--- src/rtl/clock_crossing_io_arbiter.sv ---
// clock_crossing_io_arbiter: round-robin (or fixed-priority with CCIO_ARB_FIXED_PRIO_EN) Avalon-MM arbiter onto one bridge port, with an in-order read-ID FIFO
module clock_crossing_io_arbiter #(
  parameter int N_REQ       = 2,
  parameter int MAX_PENDING = 16
) (
  input  logic                 slave_clk,
  input  logic                 slave_reset_n,
  input  logic [N_REQ*9-1:0]   req_address,
  input  logic [N_REQ*4-1:0]   req_byteenable,
  input  logic [N_REQ-1:0]     req_read,
  input  logic [N_REQ-1:0]     req_write,
  input  logic [N_REQ*32-1:0]  req_writedata,
  output logic [N_REQ-1:0]     req_waitrequest,
  output logic [31:0]          req_readdata,
  output logic [N_REQ-1:0]     req_readdatavalid,
  output logic                 req_endofpacket,
  output logic [8:0]           br_address,
  output logic [3:0]           br_byteenable,
  output logic                 br_read,
  output logic                 br_write,
  output logic [31:0]          br_writedata,
  input  logic                 br_waitrequest,
  input  logic [31:0]          br_readdata,
  input  logic                 br_readdatavalid,
  input  logic                 br_endofpacket,
  output logic [5:0]           pending_count,
  output logic                 orphan_err
);
  localparam int IW = (N_REQ > 2) ? 2 : 1;
  localparam int PW = $clog2(MAX_PENDING);
  logic [N_REQ-1:0] active;
  logic [IW-1:0] rr_ptr_q, rr_ptr_d, lock_id_q, lock_id_d, winner, idx, start;
  logic lock_q, lock_d, orphan_err_q, orphan_err_d;
  logic [PW-1:0] wr_ptr_q, wr_ptr_d, rd_ptr_q, rd_ptr_d;
  logic [5:0] count_q, count_d;
  logic [IW-1:0] fifo_q [MAX_PENDING];
  logic [IW-1:0] fifo_d [MAX_PENDING];
  logic found, rd_w, wr_w, blocked, accept, push, pop;
  assign active = req_read | req_write;
`ifdef CCIO_ARB_FIXED_PRIO_EN
  assign start = IW'(N_REQ - 1);
`else
  assign start = rr_ptr_q;
`endif
  // Scan begins just past start so the last grantee has lowest priority
  always_comb begin
    found = lock_q ? active[lock_id_q] : 1'b0;
    winner = lock_id_q;
    idx = start;
    for (int k = 0; k < N_REQ; k++) begin
      idx = (idx == IW'(N_REQ - 1)) ? '0 : idx + 1'b1;
      if (!lock_q && !found && active[idx]) begin
        found = 1'b1;
        winner = idx;
      end
    end
  end
  always_comb begin
    rd_w = found & req_read[winner];
    wr_w = found & req_write[winner] & ~req_read[winner];
    blocked = rd_w & (count_q == 6'(MAX_PENDING)) & ~br_readdatavalid;
    br_read = rd_w & ~blocked;
    br_write = wr_w;
    br_address = found ? req_address[winner*9 +: 9] : '0;
    br_byteenable = found ? req_byteenable[winner*4 +: 4] : '0;
    br_writedata = found ? req_writedata[winner*32 +: 32] : '0;
    req_waitrequest = '1;
    if (found) req_waitrequest[winner] = br_waitrequest | blocked;
    accept = (br_read | br_write) & ~br_waitrequest;
    push = br_read & ~br_waitrequest;
    pop = br_readdatavalid & (count_q != '0);
    req_readdatavalid = '0;
    if (pop) req_readdatavalid[fifo_q[rd_ptr_q]] = 1'b1;
    rr_ptr_d = accept ? winner : rr_ptr_q;
    lock_d = accept ? 1'b0 : (br_read | br_write) ? 1'b1 : lock_q;
    lock_id_d = (!accept && (br_read | br_write)) ? winner : lock_id_q;
    wr_ptr_d = wr_ptr_q + PW'(push);
    rd_ptr_d = rd_ptr_q + PW'(pop);
    count_d = count_q + 6'(push) - 6'(pop);
    orphan_err_d = orphan_err_q | (br_readdatavalid & (count_q == '0));
    fifo_d = fifo_q;
    if (push) fifo_d[wr_ptr_q] = winner;
  end
  always_ff @(posedge slave_clk or negedge slave_reset_n) begin
    if (!slave_reset_n) begin
      rr_ptr_q <= '0;
      lock_q <= 1'b0;
      lock_id_q <= '0;
      wr_ptr_q <= '0;
      rd_ptr_q <= '0;
      count_q <= '0;
      orphan_err_q <= 1'b0;
    end else begin
      rr_ptr_q <= rr_ptr_d;
      lock_q <= lock_d;
      lock_id_q <= lock_id_d;
      wr_ptr_q <= wr_ptr_d;
      rd_ptr_q <= rd_ptr_d;
      count_q <= count_d;
      orphan_err_q <= orphan_err_d;
    end
  end
  always_ff @(posedge slave_clk) fifo_q <= fifo_d;
  assign req_readdata = br_readdata;
  assign req_endofpacket = br_endofpacket;
  assign pending_count = count_q;
  assign orphan_err = orphan_err_q;
endmodule

--- config.mk ---
export PLATFORM = sky130hd
export DESIGN_NAME = clock_crossing_io_arbiter
export DESIGN_NICKNAME = d
export VERILOG_FILES = /design/src/rtl/clock_crossing_io_arbiter.sv
export SDC_FILE = /design/constraint.sdc
export NUM_CORES = 1
export LEC_CHECK = 0
export CORE_AREA = 2 2 81 103
export CTS_CLUSTER_DIAMETER = 40
export CTS_CLUSTER_SIZE = 25
export DETAILED_ROUTE_END_ITERATION = 10
export DIE_AREA = 0 0 83 105
export HOLD_SLACK_MARGIN = 0.12
export PLACE_DENSITY = 0.85
export SYNTH_ARGS = -nofsm -noshare
export SYNTH_HDL_FRONTEND = slang
export SYNTH_SLANG_ARGS = --single-unit
--- constraint.sdc ---
create_clock -name slave_clk -period 7.7 [get_ports slave_clk]
set_input_delay 1.155 -clock slave_clk [delete_from_list [all_inputs] [get_ports slave_clk]]
set_output_delay 1.155 -clock slave_clk [all_outputs]
set_load 0.1 [all_outputs]
==> run_results.csv <==
group,metric,value,unit
floorplan,die_area,8720,um2
floorplan,die_y,105,um
grt,grt_pass1_vias,2739,
status,status,"completed",
worst_setup_path,cp_slowest_cell,"clkdlybuf4s50_1",
route,drt_iter0_drc,79,
clock_network,cts.hold.buffers_added,0,
worst_setup_path,crit_type,"in2out",
floorplan,dieWidth,83,um
worst_setup_path,path_depth,8,
worst_setup_path,reg2reg_slack,4.59,ns
yosys,synth_nets,470,
grt,grt_max_degree,65,
cells_and_area,drive_above_1_share,5.01,%
route,first_pass_iters,4,
yosys,yosys_most_used_dff,"dfrtp_1",
route,route.detailed.drc,0,
worst_setup_path,rr_endpoint,"pending_count[5]",
yosys,postSynthCellCount,325,
cells_and_area,num_antenna_cells,0,
route,viasPerCell,5.06,
yosys,synth_top_cell_by_area,"edfxtp_1",
clock_network,clkTransAtPathRegs,0.07,ns
clock_network,h-tree-depth,2,
worst_hold_path,hold_start,"orphan_err",
sta,slew_viol_final,0,
sta,hold_violations,0,
floorplan,ioPinCount,222,
cells_and_area,syn_to_final_growth,55.4,%
worst_setup_path,end_kind,"output pin",
yosys,synth-edff-count,16,
floorplan,start_util,34.5,%
clock_network,cts_buffer_depth,2,
yosys,yosysSeqAreaShare,35.0,%
place,place.gp.congestion,0.840,
sta,relSlewSlack,32.8,%
worst_setup_path,start_kind,"primary input",
clock_network,post-cts-setup-buffers,0,
worst_setup_path,r2r-start,"pending_count[2]",
sta,tightest_slew,1.01,ns
job,drv_cap,0,
grt,antenna_found_initial,0,
worst_setup_path,reg2reg_depth,13,
place,io_buffers,155,
yosys,synthTopCellsByArea,"edfxtp_1 (18%), dfrtp_1 (17%), nand2_1 (14%)",
sta,fmax,0.179,GHz
worst_setup_path,crit_arrival,4.43,ns
route,vias,2704,
place,dpl.hpwl,6270,um
clock_network,post_cts_resized,0,
clock_network,cts.sinks,34,
clock_network,clk_latency,0.29,ns
sta,setup_violations,0,
worst_hold_path,worstHoldPathType,"reg2reg",
worst_setup_path,cp_top_family,"buffers and inverters",
grt,gr-total-overflow,0,
sta,finalCritPeriodShare,72.5,%
route,wl_per_cell,15.1,um
route,totalWireLength,8050,um
route,ant_nets,0,
yosys,syn-cell-area,2660,um2
worst_setup_path,cp_cell_sequence,"clkdlybuf4s50_1 > o21ai_1 > inv_1 > o31a_2 > inv_2 > nand2_1 > a21oi_1 > clkdlybuf4s50_1",
worst_setup_path,required,6.55,ns
clock_network,cts_tree,"done",
clock_network,numCtsBuffers,5,
worst_setup_path,path_max_fanout,64,
sta,clock_skew,0.00726,ns
worst_setup_path,critPathMaxStageDelay,1.17,ns
worst_hold_path,worstHoldEndpoint,"orphan_err",
sta,grt_setup_unrepaired,"no",
floorplan,coreArea,7700,um2
sta,tns,0,ns
yosys,ys_warn_count,0,
yosys,syn_avg_cell_area,8.18,um2
worst_hold_path,hold_depth,1,
floorplan,rows,36,
yosys,ys_ff_latch,34,
worst_setup_path,crit_buf_inv,4,
yosys,async_flop_share,52.9,%
sta,fin_crit,5.59,ns
cells_and_area,fillers,688,
yosys,ys_types,38,
grt,grt_first_pass_wirelength,12900,um
clock_network,cts-root-buf,"clkbuf_8",
cells_and_area,fin_nets,583,
worst_setup_path,cpMostUsedCell,"clkdlybuf4s50_1",
grt,grt_usage,18.2,%
yosys,synth.top_cell.area_share,18.1,%
metal layers:
| layer | up-vias | routed length [um] | track usage (%) |
|---|---|---|---|
| met5 | - | 0 | 0 |
| met2 | 147 | 4070 | 31.9 |
| met3 | 24 | 691 | 4.50 |
| met4 | 0 | 222 | 7.03 |
| li1 | 1292 | - | - |
| met1 | 1241 | 3070 | 21.3 |
cell usage after synthesis (2+ instances only):
| cell type | n |
|---|---|
| nor2_1 | 8 |
| nand3_1 | 2 |
| inv_1 | 11 |
| a21oi_2 | 2 |
| xnor2_1 | 3 |
| clkbuf_1 | 2 |
| mux4_1 | 4 |
| buf_4 | 35 |
| o21ai_0 | 2 |
| nor3_1 | 9 |
| nand2b_1 | 6 |
| buf_2 | 14 |
| nand2_1 | 98 |
| a21oi_1 | 49 |
| edfxtp_1 | 16 |
| xor2_1 | 5 |
| mux2_2 | 3 |
| nor4_1 | 6 |
| ha_1 | 13 |
| dfrtp_1 | 18 |
| and2_1 | 2 |
state kept, by name (all words and copies together), names as in the netlist:
| name | flops |
|---|---|
| fifo_q | 16 |
| lock_id_q | 1 |
| lock_q | 1 |
| orphan_err | 1 |
| pending_count | 6 |
| rd_ptr_q | 4 |
| rr_ptr_q | 1 |
| wr_ptr_q | 4 |
stage by stage:
stage / hold WS [ns] / instance area, um2 / util [%] / instances / setup WS [ns]
after floorplan: 0.494 / 2660 / - / 325 / 3.02
after global placement: 0.453 / 4020 / 52.1 / 526 / 2.08
after detailed placement: 0.475 / 4020 / 52.1 / 526 / 2.10
after CTS: 0.492 / 4130 / 53.6 / 534 / 2.10
after global routing: 0.507 / 4130 / 53.6 / 534 / 1.91
final: 0.484 / 4130 / 53.6 / 534 / 2.11
cell usage in the layout, fill, tap and decap left out, types with 2 or more instances in the layout:
cell type and count:
a21oi_2 2, nor4_1 6, ha_1 13, nand2_1 98, clkbuf_8 5, clkinvlp_4 2, nand2b_1 6, edfxtp_1 16
o21ai_0 2, clkdlybuf4s50_1 155, xor2_1 5, nor3_1 9, buf_4 2, and2_1 2, mux2_2 3, mux4_1 4
a21oi_1 49, inv_1 11, dfrtp_1 18, nor2_1 8, nand3_1 2, xnor2_1 3
worst max path at each step:
stage                           start                to  slack (ns)
after CTS                 req_read[0]  br_writedata[21]        2.10
after detailed placement  req_read[0]  br_writedata[21]        2.10
after global placement    req_read[0]  br_writedata[21]        2.08
after global routing      req_read[0]  br_writedata[21]        1.91
after floorplan           req_read[0]  br_writedata[23]        3.02
final                     req_read[0]  br_writedata[29]        2.11
logic make-up after synthesis:
logic type / Yosys count / synth area share [%]
simple gates: 137 / 22.5
buf+inv: 63 / 14.5
compound gates: 61 / 12.9
flops: 34 / 35.0
fa+ha+maj: 14 / 6.87
xor+xnor: 8 / 2.64
mux: 8 / 5.60
area by class of cell:
| cell class | count | area, um2 | area share, % |
|---|---|---|---|
| multi-input cells | 228 | 1350 | 32.8 |
| flip-flops and latches | 34 | 931 | 22.5 |
| repair buffers | 157 | 1570 | 37.9 |
| clock inverters | 3 | 45.0 | 1.09 |
| well taps | 95 | 119 | 2.88 |
| clock buffers | 5 | 68.8 | 1.67 |
| inverters | 12 | 45.0 | 1.09 |
Power is not shown: default switching activity piles up to over one toggle a cycle in this logic, so the estimate is an artifact.
